File: config.mk
export PLATFORM = sky130hd
export DESIGN_NAME = sgdmac_ar_arbiter_n
export DESIGN_NICKNAME = d
export VERILOG_FILES = /design/src/rtl/sgdmac_ar_arbiter_n.sv
export SDC_FILE = /design/constraint.sdc
export NUM_CORES = 1
export LEC_CHECK = 0
export ABC_AREA = 1
export BUFFER_PORTS_ARGS = -buffer_cell sky130_fd_sc_hd__buf_2
export CORE_MARGIN = 1.5
export CORE_UTILIZATION = 45
export DETAILED_ROUTE_END_ITERATION = 6
export PLACE_DENSITY = 0.82
export SLEW_MARGIN = 5
export SYNTH_ARGS = -nofsm -noshare
export SYNTH_HDL_FRONTEND = slang
export SYNTH_SLANG_ARGS = --single-unit
File: constraint.sdc
create_clock -name clk -period 3.6 [get_ports clk]
set_clock_uncertainty 0.05 [all_clocks]
set_input_delay 0.54 -clock clk [delete_from_list [all_inputs] [get_ports clk]]
set_output_delay 0.54 -clock clk [all_outputs]
set_load 0.03 [all_outputs]
File: src/rtl/sgdmac_ar_arbiter_n.sv
// N-channel AXI read-address arbiter with RID-based read-response routing.
// Registered AR master port, round-robin or fixed-priority selection,
// per-channel outstanding-burst limits and a sticky bad-response flag.
module sgdmac_ar_arbiter_n #(
  parameter int unsigned N_CH     = 4,
  parameter int unsigned ADDR_W   = 32,
  parameter int unsigned LEN_W    = 4,
  parameter int unsigned ID_W     = 4,
  parameter int unsigned MAX_OUTS = 4
) (
  input  logic                   clk,
  input  logic                   rst,
  input  logic                   prio_mode_i,
  input  logic [N_CH-1:0]        ch_en_i,
  input  logic [N_CH-1:0]        src_arvalid_i,
  output logic [N_CH-1:0]        src_arready_o,
  input  logic [N_CH*ADDR_W-1:0] src_araddr_i,
  input  logic [N_CH*LEN_W-1:0]  src_arlen_i,
  input  logic [N_CH*3-1:0]      src_arsize_i,
  input  logic [N_CH*2-1:0]      src_arburst_i,
  output logic [ID_W-1:0]        arid_o,
  output logic [ADDR_W-1:0]      araddr_o,
  output logic [LEN_W-1:0]       arlen_o,
  output logic [2:0]             arsize_o,
  output logic [1:0]             arburst_o,
  output logic                   arvalid_o,
  input  logic                   arready_i,
  input  logic [ID_W-1:0]        rid_i,
  input  logic                   rvalid_i,
  input  logic                   rlast_i,
  output logic                   rready_o,
  output logic [N_CH-1:0]        src_rvalid_o,
  input  logic [N_CH-1:0]        src_rready_i,
  output logic [N_CH-1:0]        outs_busy_o,
  output logic                   err_o
);

  localparam int unsigned IDX_W = (N_CH > 1) ? $clog2(N_CH) : 1;
  localparam int unsigned CNT_W = $clog2(MAX_OUTS + 1);
  localparam logic [CNT_W-1:0] CNT_MAX = CNT_W'(MAX_OUTS);

  // Registered state
  logic              arvalid_q, arvalid_d;
  logic [ID_W-1:0]   arid_q, arid_d;
  logic [ADDR_W-1:0] araddr_q, araddr_d;
  logic [LEN_W-1:0]  arlen_q, arlen_d;
  logic [2:0]        arsize_q, arsize_d;
  logic [1:0]        arburst_q, arburst_d;
  logic [IDX_W-1:0]  last_grant_q, last_grant_d;
  logic [CNT_W-1:0]  cnt_q [N_CH];
  logic [CNT_W-1:0]  cnt_d [N_CH];
  logic [N_CH-1:0]   busy_q, busy_d;
  logic              err_q, err_d;

  // Combinational helpers
  logic [N_CH-1:0]   eligible;
  logic              load;
  logic [IDX_W-1:0]  grant_idx;
  logic [N_CH-1:0]   grant_oh;
  logic [ADDR_W-1:0] sel_addr;
  logic [LEN_W-1:0]  sel_len;
  logic [2:0]        sel_size;
  logic [1:0]        sel_burst;
  logic [N_CH-1:0]   route_oh;
  logic              route;
  logic              rready_c;
  logic [N_CH-1:0]   dec;

  // Channel index at a given offset after the round-robin base
  function automatic logic [IDX_W-1:0] rr_idx(input logic [IDX_W-1:0] base,
                                              input int unsigned      off);
    int unsigned s;
    s = 32'(base) + off;
    return IDX_W'(s % N_CH);
  endfunction

  // Requests that may be granted this cycle
  always_comb begin
    eligible = '0;
    for (int unsigned k = 0; k < N_CH; k++) begin
      eligible[k] = src_arvalid_i[k] & ch_en_i[k] & (cnt_q[k] < CNT_MAX);
    end
    load = (~arvalid_q | arready_i) & (|eligible);
  end

  // Winner selection; descending scans leave the highest-priority hit last
  always_comb begin
    grant_idx = '0;
    if (prio_mode_i) begin
      for (int unsigned i = N_CH; i > 0; i--) begin
        if (eligible[IDX_W'(i - 1)]) grant_idx = IDX_W'(i - 1);
      end
    end else begin
      for (int unsigned i = N_CH; i > 0; i--) begin
        if (eligible[rr_idx(last_grant_q, i)]) grant_idx = rr_idx(last_grant_q, i);
      end
    end
  end

  // Grant strobe and payload mux for the winning channel
  always_comb begin
    grant_oh  = '0;
    sel_addr  = '0;
    sel_len   = '0;
    sel_size  = '0;
    sel_burst = '0;
    for (int unsigned k = 0; k < N_CH; k++) begin
      if (IDX_W'(k) == grant_idx) begin
        grant_oh[k] = load;
        sel_addr    = src_araddr_i[k*ADDR_W +: ADDR_W];
        sel_len     = src_arlen_i[k*LEN_W +: LEN_W];
        sel_size    = src_arsize_i[k*3 +: 3];
        sel_burst   = src_arburst_i[k*2 +: 2];
      end
    end
  end

  // AR register next state: load on grant, hold while stalled, drop on drain
  always_comb begin
    arvalid_d    = load | (arvalid_q & ~arready_i);
    arid_d       = arid_q;
    araddr_d     = araddr_q;
    arlen_d      = arlen_q;
    arsize_d     = arsize_q;
    arburst_d    = arburst_q;
    last_grant_d = last_grant_q;
    if (load) begin
      arid_d       = ID_W'(grant_idx);
      araddr_d     = sel_addr;
      arlen_d      = sel_len;
      arsize_d     = sel_size;
      arburst_d    = sel_burst;
      last_grant_d = grant_idx;
    end
  end

  // Response routing: valid RID with a burst in flight, otherwise drain
  always_comb begin
    route_oh = '0;
    for (int unsigned k = 0; k < N_CH; k++) begin
      route_oh[k] = (32'(rid_i) == k) & (cnt_q[k] != '0);
    end
    route    = |route_oh;
    rready_c = route ? |(route_oh & src_rready_i) : 1'b1;
    dec      = (rvalid_i & rready_c & rlast_i) ? route_oh : '0;
    err_d    = err_q | (rvalid_i & ~route);
  end

  // Outstanding counters; simultaneous inc/dec cancel
  always_comb begin
    for (int unsigned k = 0; k < N_CH; k++) begin
      cnt_d[k]  = cnt_q[k];
      busy_d[k] = (cnt_q[k] != '0);
      if (grant_oh[k] & ~dec[k]) begin
        cnt_d[k] = cnt_q[k] + CNT_W'(1);
      end else if (dec[k] & ~grant_oh[k]) begin
        cnt_d[k] = cnt_q[k] - CNT_W'(1);
      end
    end
  end

  // State registers with synchronous reset
  always_ff @(posedge clk) begin
    if (rst) begin
      arvalid_q    <= 1'b0;
      arid_q       <= '0;
      araddr_q     <= '0;
      arlen_q      <= '0;
      arsize_q     <= '0;
      arburst_q    <= '0;
      last_grant_q <= IDX_W'(N_CH - 1);
      busy_q       <= '0;
      err_q        <= 1'b0;
      for (int unsigned k = 0; k < N_CH; k++) cnt_q[k] <= '0;
    end else begin
      arvalid_q    <= arvalid_d;
      arid_q       <= arid_d;
      araddr_q     <= araddr_d;
      arlen_q      <= arlen_d;
      arsize_q     <= arsize_d;
      arburst_q    <= arburst_d;
      last_grant_q <= last_grant_d;
      busy_q       <= busy_d;
      err_q        <= err_d;
      for (int unsigned k = 0; k < N_CH; k++) cnt_q[k] <= cnt_d[k];
    end
  end

  assign src_arready_o = grant_oh;
  assign arvalid_o     = arvalid_q;
  assign arid_o        = arid_q;
  assign araddr_o      = araddr_q;
  assign arlen_o       = arlen_q;
  assign arsize_o      = arsize_q;
  assign arburst_o     = arburst_q;
  assign rready_o      = rready_c;
  assign src_rvalid_o  = rvalid_i ? route_oh : '0;
  assign outs_busy_o   = busy_q;
  assign err_o         = err_q;

endmodule

== After elaboration in Yosys (flattened, before gate mapping) ==
Memories as Yosys holds them, arrays and structs flattened.
Index checks and enable logic that the tools add are counted.
Word-level totals
  flip-flop bits (word level): 51
  memories kept: 1
  RAM bits: 12
  output and inout bits: 60
  word-level logic and storage cells: 144
Operators by class
  eq/ne operators: 6
  order comparisons: 8
  mux-type cells: 55
  bitwise gates (word level): 44
  $add $sub $neg: 12
  reduce and logical (&&, ||, !) cells: 9
Memory list
  cnt_q: words 4, bits a word 3, rd ports 4, clocked after Yosys merged registers in 0, wr ports 4, line 50  | logic [CNT_W-1:0] cnt_q [N_CH];
Operators with widths (number)
  2-to-1 mux 32 bit: 4
  2-to-1 mux 3 bit: 16
  2-to-1 mux 2 bit: 13
  AND 1 bit: 25
  2-to-1 mux 4 bit: 6
  adder 3 x 1 -> 3 bit (second input constant): 4
  < comparator 2 x 3 -> 1 bit (second input constant): 4
  < comparator 3 bit (second input constant): 4
  2-to-1 mux 1 bit: 12
  nonzero test 3 bit: 4
  OR reduction 4 bit: 3
  subtractor 3 x 1 -> 3 bit (second input constant): 4
  NOT 1 bit: 11
  binary-select mux 1 bit (select 2 bit): 4
  equality test 4 x 2 -> 1 bit (second input constant): 2
  OR 1 bit: 7
  adder 2 x 1 -> 2 bit (second input constant): 2
  adder 2 bit (second input constant): 2
  AND 4 bit: 1
  equality test 2 bit (first input constant): 2
  equality test 4 x 1 -> 1 bit (second input constant): 1
  logical NOT 4 bit: 1
  equality test 1 x 2 -> 1 bit (first input constant): 1
  logical NOT 2 bit: 1

== Logic depth before layout (Yosys ltp) ==
An unclocked memory read counts as a cell.
  depth after elaboration: 17
  mapped depth: 22
  mapped depth without buffers: 21

== Worst setup path before layout ==
No wires, ideal clock.
  path type: input to register
  from: input port src_arvalid_i[0]
  to: memory cnt_q[0][2] (netlist name)
  setup slack: 0.077 ns
  arrival: 3.351 ns
  required time: 3.428 ns
  stages on the path: 18
  buffers on the path: 1
  cells stage by stage: nand3_1 > nand2_1 > nand3_1 > nand2_1 > o21ai_1 > nand2_1 > nand2_1 > nand2_4 > nand2_8 > buf_2 > nor3_1 > ha_1 > inv_1 > fa_1 > a21oi_1 > o21ai_0 > o21ai_0 > a21oi_1
RTL lines
  start, declared: line 15  | input logic [N_CH-1:0] src_arvalid_i,
  end, declared: line 50

==> flow_summary.ini <==
[grt]
grt_max_degree = 62
grt_pass1_vias = 4846
grt_remaining_overflow = 0
grt_pass1_wl_microns = 22210
grt_use_total_pct = 27.68
antenna_found_initial = 0

[cells_and_area]
fin_nets = 1093
n_antenna_cell = 0
fin_cells = 1015
drive_gt1_share_pct = 32.19
syn2layout_area_growth_pct = 33.08
design_area_sq_um = 5613

[worst_setup_path]
critical_path_class = flop to flop
worstSetupStartpointType = flop
critPathMaxFanout = 25
cp.required_ns = 3.77
end_kind = flop
reg2reg_depth = 19
critPathArrivalTime_ns = 3.29

[routing]
first_pass_iters = 5
routedWlPerCell_microns = 13.63
detail-route-antenna-nets = 0
routed_wl_microns = 13830
first_iter_violations = 187
drc_errors = 0
dr_total_vias = 5282
via_per_inst = 5.204

[clock_tree]
ctsHoldBuffers = 0
cts_num_sinks = 63
cts_resized = 0
cts_buffers = 9
clockBufferDepth = 2
cts_tree = yes
root_buffer = clkbuf_8
htreeDepth = 3
path_clk_slew_ns = 0.08
clkLatencyLatePin_ns = 0.34
cts_setup_buffers = 0

[synth]
synth_edf_count = 0
ys_types = 33
ys_async_sr_fraction_pct = 0
ys.flop_type = dfxtp_1
synth_common_cells = nand2_1, nand3_1, dfxtp_1, inv_1
ys_seq_area_share_pct = 29.90
synth.top_cell.area_share_pct = 29.90
ys_seq_elements = 63
synth_area_leader_cell = dfxtp_1
ys_warn_count = 0
synth.top_cells.by_area = dfxtp_1, nand2_1, nand3_1
synth.most_common_cell = nand2_1
synth_area_per_cell_sq_um = 6.212
synthesis.area_sq_um = 4218
syn-instance-count = 679

[sta]
hold_viol = 0
finalCriticalPeriod_ns = 3.118
post-route-period-util_pct = 86.60
setup_violations = 0
worstMarginPinSlew_ns = 0.7194
hold_slack_ns = 0.4064
fmax_mhz = 320.8
finalMaxSlewViolations = 0
relSlewSlack_pct = 51.99
rsz0062_at_grt = false
setup_ws_ns = 0.4825
fin_setup_tns_ns = 0

[die]
die_w_microns = 99.82
rows = 35
ios = 246
dieArea_sq_um = 9963
core_area_sq_um = 9153
chipHeight_microns = 99.82
start_util_pct = 46.08

[job]
max-cap-violations = 0

[worst_hold_path]
hp-class = input pin to flop
min_path_cells = 3

[placed_design]
place_area_sq_um = 5433
place_congestion = 0.8930
pre_cts_ws_ns = 0.2929
port_buffers = 243
placed_cells = 999
post-dp-hpwl_microns = 10290

[power]
power.leakage_nw = 2.986
ir_worst_vdd_mv = 0.2994
power_density_nw_per_um2 = 641.6

[status]
status = finished clean
report_power, final:
| part | leakage, nW | switching, mW | internal (mW) |
|---|---|---|---|
| sequential | 0.520 | 0.114 | 0.882 |
| combinational | 2.39 | 1.38 | 0.646 |
| clock | 0.0789 | 0.319 | 0.257 |
| total | 2.99 | 1.82 | 1.79 |
cells by family after synthesis:
family | Yosys count | share of synthesized area (%)
AOI/OAI and AO/OA | 106 | 12.82
xor gates and xnor gates | 4 | 0.8305
adders and majority gates | 8 | 3.085
buffers and inverters | 120 | 11.98
DFF | 63 | 29.90
other | 1 | 0.08891
and+or+nand+nor | 377 | 41.29
cell usage in the layout (no fill, tap or decap), drive strengths merged:
cell type	synthesis	layout
buf	26	253
nand3	78	78
and3	1	1
nand2	179	179
clkinvlp	0	4
nor4	4	4
fa	4	4
a31oi	1	1
o21ai	61	61
o211ai	2	2
ha	4	4
clkbuf	19	9
nor2	56	56
clkinv	1	1
inv	74	77
a21oi	42	42
nor3	5	5
nand4	54	54
dfxtp	63	63
conb	1	2
xor2	4	4
layout make-up:
cell class | instances | area, sq um
flip-flops and latches | 63 | 1261
multi-input cells | 497 | 2455
clock inverters | 7 | 56.30
well taps | 111 | 138.9
clock buffers | 9 | 123.9
fillers | 931 | 3540
repair buffers | 253 | 1291
inverters | 75 | 286.5
sequential cells by signal, indices dropped and copies added (netlist names):
name and count:
err_o 1, araddr_o 32, outs_busy_o 4, arlen_o 4
arsize_o 3, last_grant_q 2, arburst_o 2, arvalid_o 1
cnt_q 12, arid_o 2
metal layers:
metal / global-route usage [%] / up-vias / wire, microns
met4: 11.81 / 0 / 419
met1: 33.33 / 2348 / 5697
li1: - / 2684 / -
met2: 47.88 / 211 / 6756
met3: 5.641 / 39 / 957
met5: 0 / - / 0
critical path: stages (launching register included):
cell and delay (ns):
dfxtp_1 0.56, nand4_1 0.22, nand2_1 0.12, nand2_1 0.08, nand2_1 0.08, inv_2 0.04
o21ai_1 0.06, nand2_1 0.06, nand2_1 0.09, nand2_4 0.08, nand2_8 0.16, nand2_4 0.06
nor2_1 0.15, ha_1 0.17, inv_1 0.07, fa_1 0.39, a21oi_1 0.17, o21ai_0 0.15
o21ai_0 0.18, a21oi_1 0.05
through the flow:
step / util, % / power (mW)
global route: 61.33 / 3.911
global placement: 59.36 / 3.003
detailed placement: 59.36 / 3.037
floorplan: - / 2.495
CTS: 61.33 / 3.614
finish: 61.33 / 3.601
final timing paths:
check                           slack [ns]             from      endpoint
worst max-delay path                  0.48  last_grant_q[0]   cnt_q[3][2]
worst min-delay path                  0.41         rvalid_i         err_o
worst max register to register        0.48  last_grant_q[0]   cnt_q[3][2]
worst min register to register        0.41     araddr_o[29]  araddr_o[29]
(Power assumes the default switching activity.)
